File: src/rtl/fetch_pkg.sv
// ----------------------------------------------------------------------------
// fetch_pkg: shared opcodes, fetch FSM state encodings and reset constants.
// Rev 1.0
// ----------------------------------------------------------------------------
`default_nettype none

package fetch_pkg;

    localparam logic [31:0] RESET_PC = 32'h0000_0000;
    localparam logic [31:0] NOP_INST = 32'h0000_0013;

    localparam logic [6:0] OPC_LUI    = 7'b0110111;
    localparam logic [6:0] OPC_AUIPC  = 7'b0010111;
    localparam logic [6:0] OPC_JAL    = 7'b1101111;
    localparam logic [6:0] OPC_JALR   = 7'b1100111;
    localparam logic [6:0] OPC_BRANCH = 7'b1100011;
    localparam logic [6:0] OPC_LOAD   = 7'b0000011;
    localparam logic [6:0] OPC_STORE  = 7'b0100011;
    localparam logic [6:0] OPC_OP_IMM = 7'b0010011;
    localparam logic [6:0] OPC_OP     = 7'b0110011;
    localparam logic [6:0] OPC_SYSTEM = 7'b1110011;

    typedef enum logic [2:0] {
        ST_FETCH  = 3'd0,
        ST_WAIT   = 3'd1,
        ST_HOLD   = 3'd2,
        ST_DRAIN  = 3'd3,
        ST_HALTED = 3'd4
    } state_t;

endpackage

`default_nettype wire

File: src/rtl/fetch_pc.sv
// ----------------------------------------------------------------------------
// fetch_pc: program counter register with hold / +4 / redirect-target mux.
// Rev 1.0
// ----------------------------------------------------------------------------
`default_nettype none

module fetch_pc
    import fetch_pkg::*;
(
    input  logic        clk,
    input  logic        reset,
    input  logic        advance,
    input  logic        load,
    input  logic [31:0] target,
    output logic [31:0] pc
);

    always_ff @(posedge clk or posedge reset) begin
        if (reset) begin
            pc <= RESET_PC;
        end else if (load) begin
            pc <= target & ~32'h0000_0003;
        end else if (advance) begin
            pc <= pc + 32'd4;
        end
    end

endmodule

`default_nettype wire

File: src/rtl/fetch_stage.sv
// ----------------------------------------------------------------------------
// fetch_stage: instruction fetch FSM driving the instruction memory and IF/ID.
// Rev 1.0
// ----------------------------------------------------------------------------
`default_nettype none

module fetch_stage
    import fetch_pkg::*;
(
    input  logic        clk,
    input  logic        reset,
    input  logic        stall,
    input  logic        redirect,
    input  logic [31:0] redirect_target,
    input  logic        halt,
    output logic        imem_req,
    output logic [31:0] imem_addr,
    input  logic        imem_ready,
    input  logic        imem_resp_valid,
    input  logic [31:0] imem_rdata,
    output logic        ifid_valid,
    output logic [31:0] ifid_pc,
    output logic [31:0] ifid_inst,
    output logic [31:0] fetched_count,
    output logic        halted
);

    state_t      state;
    state_t      next_state;
    logic [31:0] pc;
    logic [31:0] pending_inst;
    logic [31:0] deliver_inst;
    logic        deliver;
    logic        capture;
    logic        pc_load;
    logic        active;

    assign active    = (state != ST_HALTED);
    assign halted    = (state == ST_HALTED);
    assign imem_addr = pc;
    // Suppress the request when halt/redirect arrive so no stale fetch is issued.
    assign imem_req  = (state == ST_FETCH) && !halt && !redirect;

    fetch_pc u_pc (
        .clk     (clk),
        .reset   (reset),
        .advance (deliver),
        .load    (pc_load),
        .target  (redirect_target),
        .pc      (pc)
    );

    always_ff @(posedge clk or posedge reset) begin
        if (reset) begin
            state <= ST_FETCH;
        end else begin
            state <= next_state;
        end
    end

    always_comb begin
        next_state   = state;
        deliver      = 1'b0;
        capture      = 1'b0;
        pc_load      = 1'b0;
        deliver_inst = pending_inst;
        if (active && halt) begin
            next_state = ST_HALTED;
        end else if (active && redirect) begin
            pc_load = 1'b1;
            // An outstanding request whose response has not yet arrived must be drained.
            if ((state == ST_WAIT || state == ST_DRAIN) && !imem_resp_valid) begin
                next_state = ST_DRAIN;
            end else begin
                next_state = ST_FETCH;
            end
        end else begin
            case (state)
                ST_FETCH: begin
                    if (imem_ready) begin
                        next_state = ST_WAIT;
                    end
                end
                ST_WAIT: begin
                    if (imem_resp_valid) begin
                        if (stall) begin
                            capture    = 1'b1;
                            next_state = ST_HOLD;
                        end else begin
                            deliver      = 1'b1;
                            deliver_inst = imem_rdata;
                            next_state   = ST_FETCH;
                        end
                    end
                end
                ST_HOLD: begin
                    if (!stall) begin
                        deliver    = 1'b1;
                        next_state = ST_FETCH;
                    end
                end
                ST_DRAIN: begin
                    if (imem_resp_valid) begin
                        next_state = ST_FETCH;
                    end
                end
                default: ;
            endcase
        end
    end

    always_ff @(posedge clk or posedge reset) begin
        if (reset) begin
            ifid_valid    <= 1'b0;
            ifid_pc       <= RESET_PC;
            ifid_inst     <= NOP_INST;
            pending_inst  <= 32'h0;
            fetched_count <= 32'h0;
        end else if (active) begin
            if (halt) begin
                ifid_valid <= 1'b0;
            end else if (redirect) begin
                ifid_valid   <= 1'b0;
                ifid_inst    <= NOP_INST;
                pending_inst <= 32'h0;
            end else if (deliver) begin
                ifid_valid    <= 1'b1;
                ifid_pc       <= pc;
                ifid_inst     <= deliver_inst;
                fetched_count <= fetched_count + 32'd1;
            end else begin
                if (capture) begin
                    pending_inst <= imem_rdata;
                end
                if (!stall) begin
                    ifid_valid <= 1'b0;
                end
            end
        end
    end

endmodule

`default_nettype wire

File: config.mk
export PLATFORM = sky130hd
export DESIGN_NAME = fetch_stage
export DESIGN_NICKNAME = d
export VERILOG_FILES = /design/src/rtl/fetch_pkg.sv /design/src/rtl/fetch_pc.sv /design/src/rtl/fetch_stage.sv
export SDC_FILE = /design/constraint.sdc
export NUM_CORES = 1
export LEC_CHECK = 0
export BUFFER_PORTS_ARGS = -buffer_cell sky130_fd_sc_hd__buf_2
export CORE_ASPECT_RATIO = 0.7
export CORE_MARGIN = 10
export CORE_UTILIZATION = 40
export CTS_BUF_LIST = sky130_fd_sc_hd__clkbuf_8 sky130_fd_sc_hd__clkbuf_16
export CTS_CLUSTER_SIZE = 28
export DETAILED_ROUTE_END_ITERATION = 8
export GPL_ROUTABILITY_DRIVEN = 0
export GPL_TIMING_DRIVEN = 1
export HOLD_SLACK_MARGIN = 0.12
export PLACE_DENSITY = 0.75
export SLEW_MARGIN = 20
export SYNTH_ARGS = -nofsm -noshare
export SYNTH_HDL_FRONTEND = slang
export SYNTH_SLANG_ARGS = --single-unit
export TNS_END_PERCENT = 5
File: constraint.sdc
create_clock -name clk -period 10.45 [get_ports clk]
set_input_delay 2.09 -clock clk [delete_from_list [all_inputs] [get_ports clk]]
set_output_delay 2.09 -clock clk [all_outputs]
set_load 0.1 [all_outputs]
==> results of run 1 <==
-- routing by layer --
metal	GRT usage	share of wire	up-vias
met2	0.254	0.43	219
met3	0.0782	0.096	7
met5	0	0	-
li1	-	-	3002
met1	0.225	0.47	3067
met4	0.0377	0.0047	0
-- registers in the layout, summed over array words and instances (netlist names) --
name / flops
fetched_count: 32
ifid_inst: 32
ifid_pc: 30
ifid_valid: 1
pending_inst: 32
state: 3
u_pc.pc: 30
-- Yosys cell counts (3+ instances only) --
| library cell | number |
|---|---|
| nand2_1 | 185 |
| dfrtp_1 | 157 |
| o21ai_0 | 65 |
| nor2_1 | 40 |
| nand2b_1 | 37 |
| mux2i_1 | 34 |
| nand3_1 | 28 |
| clkbuf_1 | 27 |
| nand4_1 | 27 |
| xnor2_1 | 25 |
| o21ai_1 | 22 |
| xor2_1 | 21 |
| a21oi_1 | 15 |
| buf_2 | 14 |
| inv_1 | 12 |
| nor3_1 | 10 |
| and4_1 | 5 |
| and2_1 | 4 |
| buf_4 | 4 |
| or3_1 | 4 |
| and3_1 | 3 |
| dfstp_2 | 3 |
| o211ai_1 | 3 |
| or4_1 | 3 |
-- worst register-to-register path: cells and delay by family, from the launching register on --
kind | cells | cell delay (ns)
DFF | 1 | 0.50
AOI/OAI and AO/OA | 3 | 1.01
and+or+nand+nor | 2 | 0.91
buffers and inverters | 1 | 0.45
-- worst max-delay path by stage --
| stage | start | end | depth (start not counted) |
|---|---|---|---|
| floorplan | reset | fetched_count[0] | 1 |
| global placement | redirect | imem_req | 4 |
| CTS | redirect | imem_req | 4 |
| detailed placement | redirect | imem_req | 4 |
| finish | redirect | imem_req | 4 |
| global route | redirect | imem_req | 4 |
-- placed cells by master, fill, tap and decap left out, types with 5 or more instances in the layout --
cell	instances
buf_2	195
nand2_1	185
dfrtp_1	157
o21ai_0	65
nor2_1	39
nand2b_1	37
mux2i_1	34
nand3_1	28
nand4_1	27
xnor2_1	25
xor2_1	21
o21ai_1	21
clkbuf_16	17
a21oi_1	15
inv_1	12
nor3_1	10
buf_4	6
and4_1	5
-- power groups by stage --
stage               clock network [mW]  logic [mW]  registers [mW]
CTS                              0.658        1.44           0.953
finish                           0.643        1.43           0.956
global placement                     0        1.42           0.954
detailed placement                   0        1.44           0.960
global route                     0.684        1.50           0.981
floorplan                            0       0.329            1.79
-- cell type report --
class	count	area [µm²]
clock buffer	18	439
inverter	12	50.0
fill	1727	8950
timing repair buffer	201	1020
multi-input combinational	571	3240
tap	236	295
clock inverter	13	163
sequential	160	4010
-- cells by family after synthesis --
| logic type | Yosys count | synth area share |
|---|---|---|
| and+or+nand+nor | 360 | 0.228 |
| adders and majority gates | 2 | 0.00335 |
| other | 1 | 0.000502 |
| AOI/OAI and AO/OA | 123 | 0.0946 |
| DFF | 160 | 0.536 |
| xor gates and xnor gates | 46 | 0.0539 |
| buffers and inverters | 59 | 0.0350 |
| muxes | 36 | 0.0486 |
-- stage by stage --
step | utilization | cell area, µm² | hold slack [ns] | cells | total power [mW]
global route | 0.507 | 9210 | 0.488 | 1211 | 3.17
floorplan | - | 7480 | 0.450 | 790 | 2.12
finish | 0.507 | 9210 | 0.471 | 1211 | 3.03
detailed placement | 0.474 | 8610 | 0.457 | 1180 | 2.40
CTS | 0.507 | 9210 | 0.476 | 1211 | 3.05
global placement | 0.474 | 8610 | 0.455 | 1180 | 2.38
==> results.md, run 1 <==
* Area growth, synth to finish at 23.3%
* Tcrit/Tclk final at 0.521
* Worst vdd ir at 342 µV
* Net Sw Power at 1.63 mW
* Final setup fails at 0
* Setup bufs post-CTS at 0
* Max-cap violations at 0
* Flop pwr share at 0.316
* Crit path buf inv count at 2
* Critical Path, Cell by Cell: buf_2 -> nor2_1 -> and3_1 -> buf_2
* Gates resized, CTS repair at 0
* Starting DRT DRC Count at 452
* Tot GR Track Use at 0.172
* Largest stage delay, worst path at 0.55 ns
* Hold EP: ifid_pc[27]
* Worst-Margin Slew at 1.05 ns
* H-tree depth at 4
* Vias in the first global route at 6278
* Final nets at 1036
* Synth top area share at 0.526
* CP max FO at 44
* Reg2reg setup slack at 7.46 ns
* CTS Buf Count at 17
* Synth unique cells at 53
* DR vias at 6295
* Largest cells by area after synthesis: dfrtp_1 (53%), nand2_1 (9.3%), mux2i_1 (4.6%)
* DRC viols at 0
* RSZ-0062 raised after global routing: no
* Crit. End Element: primary output
* Mapped cell area at 0.00747 mm²
* Pwr/cell area at 329 mW/mm²
* Synth Flop Type: dfrtp_1
* Ant diodes at 0
* Worst hold stages at 2
* Rows at 41
* Largest delay share family, worst path: buffers and inverters
* Worst-path clk slew at 0.07 ns
* R2r endpoint: u_pc.pc[21]
* I/O Buffers at 195
* Share of cells above drive strength 1 at 0.256
* Yosys reg bits at 160
* Clock Skew at 0.0133 ns
* Final WS setup at 5.00 ns
* Die H at 134 µm
* CTS tree: yes
* Core footprint at 0.0182 mm²
* Final Hold Vio Count at 0
* Max Fclk at 184 MHz
* Dpl ws at 5.01 ns
* Post-synth ARST share at 1.00
* Syn Area/Cell at 9.49 µm²
* Min-delay worst type: reg2reg
* Critical hold path startpoint: ifid_pc[27]
* Syn Inst Count at 787
* CTS Buffer Depth at 2
* Min Clock Period, post-route at 5.45 ns
* Clock sinks at 160
* Sequential share of the synthesized area at 0.536
* Vias/cell at 5.20
* Starting Density at 0.411
* Crit path DAT at 3.36 ns
* Switching share of power at 0.537
* Leak at 4.73 nW
* Top cell by count, worst path: buf_2
* Synth area leader: dfrtp_1
* Yosys warning count at 0
* Number of synthesized flops with an enable pin at 0
* Combinational power share at 0.472
* Cells on worst reg2reg path at 6
* Routed Wire Length at 21.4 mm
* Worst-Skew Late Latency at 0.42 ns
* Largest net degree at the start of global routing at 88
* Root buffer cell: clkbuf_16
* GR Overflow Total at 0
* Rel. slew slack at 0.298
* Max-slew violations at 0
* Ports at 202
* Internal cell power at 1.40 mW
* CTS hold repair buffers at 0
* Setup TNS at 0 ns
* CP Data Required Time at 8.36 ns
* Crit-path slowest cell: buf_2
* First-pass GRT wire length at 34.3 mm
* Status: completed
* Post-detail-place hpwl at 15.2 mm
* Chip width at 183 µm
* Kind of critical path: in2out
* Clock power frac at 0.212
* Worst setup SP type: input pin
* Routed len/inst at 17.7 µm
* Total iterations of the first detailed-routing run at 5
* Total die area at 0.0246 mm²
* Reg-to-reg startpoint: state[2]
* Initial antenna violation count at 1
* Antenna-violating nets left at 0
(Power assumes the default switching activity.)
==> inputs of run 2 (changes only) <==
==> constraint.sdc (replaced) <==
create_clock -name clk -period 5.6 [get_ports clk]
set_input_delay 1.12 -clock clk [delete_from_list [all_inputs] [get_ports clk]]
set_output_delay 1.12 -clock clk [all_outputs]
set_load 0.1 [all_outputs]
==> run 2 against run 1 <==
Effect of this change: cell count is 0.33% higher; routed wire length is 0.60% lower; first-iteration DRC count down 15%; critical path depth unchanged; flip-flop and latch count unchanged; via count is 0.76% higher; sequential power grew 87%; global-route usage increased by 0.093 points.
==> results.md, run 2 (synthesis results as in run 1) <==
* Crit. End Element: primary output
* Crit path buf inv count at 2
* GR Layer Usage met3 at 0.0685
* R2r endpoint: u_pc.pc[2]
* DRC viols at 0
* Area growth, synth to finish at 23.7%
* Rel. slew slack at 0.313
* Busiest layer in global routing: met2
* I/O Buffers at 195
* Final Hold Vio Count at 0
* Antenna-violating nets left at 0
* Hold EP: fetched_count[31]
* Ant diodes at 0
* Worst hold stages at 1
* Worst-Margin Slew at 1.03 ns
* Initial antenna violation count at 2
* Ports at 202
* Max Fclk at 288 MHz
* Fin cells at 1215
* Tcrit/Tclk final at 0.620
* Cells on worst reg2reg path at 6
* Setup TNS at 0 ns
* CP Data Required Time at 4.48 ns
* Tot GR Track Use at 0.173
* Largest net degree at the start of global routing at 94
* CTS Buf Count at 17
* GR Overflow Total at 0
* Final WS setup at 2.13 ns
* CP max FO at 44
* Core Util, Final at 0.509
* Critical Path, Cell by Cell: buf_2 -> nor2_1 -> and3_1 -> buf_2
* Critical hold path startpoint: fetched_count[31]
* Vias in the first global route at 6206
* Min Clock Period, post-route at 3.47 ns
* Worst-path clk slew at 0.07 ns
* Die H at 134 µm
* Chip width at 183 µm
* Total iterations of the first detailed-routing run at 7
* First-pass GRT wire length at 34.2 mm
* Post-detail-place hpwl at 15.3 mm
* Vias/cell at 5.22
* Clock Skew at 0.0189 ns
* Rows at 41
* DR vias at 6343
* Leading cell type in the layout, fill and taps excluded: buf_2
* Worst setup SP type: input pin
* Reg2reg setup slack at 2.81 ns
* Pwr/cell area at 612 mW/mm²
* Crit-path slowest cell: buf_2
* Clock sinks at 160
* CTS Buffer Depth at 2
* Power, Total at 5.65 mW
* Leak at 4.75 nW
* RSZ-0062 raised after global routing: no
* Largest delay share family, worst path: buffers and inverters
* CTS tree: yes
* CTS hold repair buffers at 0
* Status: completed
* Kind of critical path: in2out
* Min-delay worst type: reg2reg
* Max-cap violations at 0
* Met1 usage at 0.240
* Total die area at 0.0246 mm²
* Starting DRT DRC Count at 384
* Max-slew violations at 0
* Worst-Skew Late Latency at 0.42 ns
* Dpl cells at 1184
* Starting Density at 0.411
* Dpl ws at 1.94 ns
* Core footprint at 0.0182 mm²
* Worst vdd ir at 587 µV
* Gates resized, CTS repair at 0
* Final setup fails at 0
* Final hold slack at 0.470 ns
* Largest stage delay, worst path at 0.54 ns
* Root buffer cell: clkbuf_16
* Crit path DAT at 2.35 ns
* Placed inst area at 0.00864 mm²
* H-tree depth at 4
* Final Instance Area at 0.00924 mm²
* Setup bufs post-CTS at 0
* Top cell by count, worst path: buf_2
* Final nets at 1040
* Share of cells above drive strength 1 at 0.258
* Routed len/inst at 17.5 µm
* Met2 Use GR at 0.244
* Regs by FF count: fetched_count (32), ifid_inst (32), pending_inst (32)
* Routed Wire Length at 21.3 mm
* Commonest non-fill, non-tap cells in the layout: buf_2 (195), nand2_1 (185), dfrtp_1 (157)
* Reg-to-reg startpoint: state[1]
-- run 2: cell count changes in the layout (fill, tap and decap cells not counted), sizes merged --
cell | before | now
buf | 201 | 205
clkinv | 4 | 5
clkinvlp | 2 | 1
-- run 2: cell type report --
| type | count | area, µm² |
|---|---|---|
| clock inverter | 13 | 163 |
| fill | 1707 | 8920 |
| tap | 236 | 295 |
| sequential | 160 | 4010 |
| timing repair buffer | 205 | 1050 |
| multi-input combinational | 571 | 3240 |
| clock buffer | 18 | 439 |
| inverter | 12 | 50.0 |
-- run 2: worst max-delay path by stage --
stage / start / endpoint / slack, ns / cells past startpoint
2_1_floorplan: reset / fetched_count[0] / 0.17 / 1
3_3_place_gp: redirect / u_pc.pc[2] / 1.94 / 7
3_5_place_dp: redirect / u_pc.pc[2] / 1.94 / 7
4_1_cts: redirect / imem_req / 2.12 / 4
5_1_grt: redirect / imem_req / 2.03 / 4
6_report: redirect / imem_req / 2.13 / 4
-- run 2: report_power, final --
| group | internal (mW) | switching (mW) | leakage (nW) |
|---|---|---|---|
| Clock | 0.713 | 0.481 | 0.299 |
| Sequential | 1.47 | 0.314 | 2.09 |
| Combinational | 0.435 | 2.24 | 2.36 |
| Total | 2.62 | 3.03 | 4.75 |
-- run 2: routing by layer --
metal  vias to the layer above  share of wire  wire length, µm
li1                       3018              -                -
met4                         2         0.0068              146
met5                         -        0.00061               13
met1                      3089           0.47            10000
met2                       218           0.43             9190
met3                        16          0.090             1930
-- run 2: worst register-to-register path: stages (launching register included) --
cell	delay, ns
dfrtp_1	0.51
and3b_1	0.27
o21ai_4	0.53
buf_4	0.42
buf_4	0.38
nand2_1	0.28
o221a_2	0.30
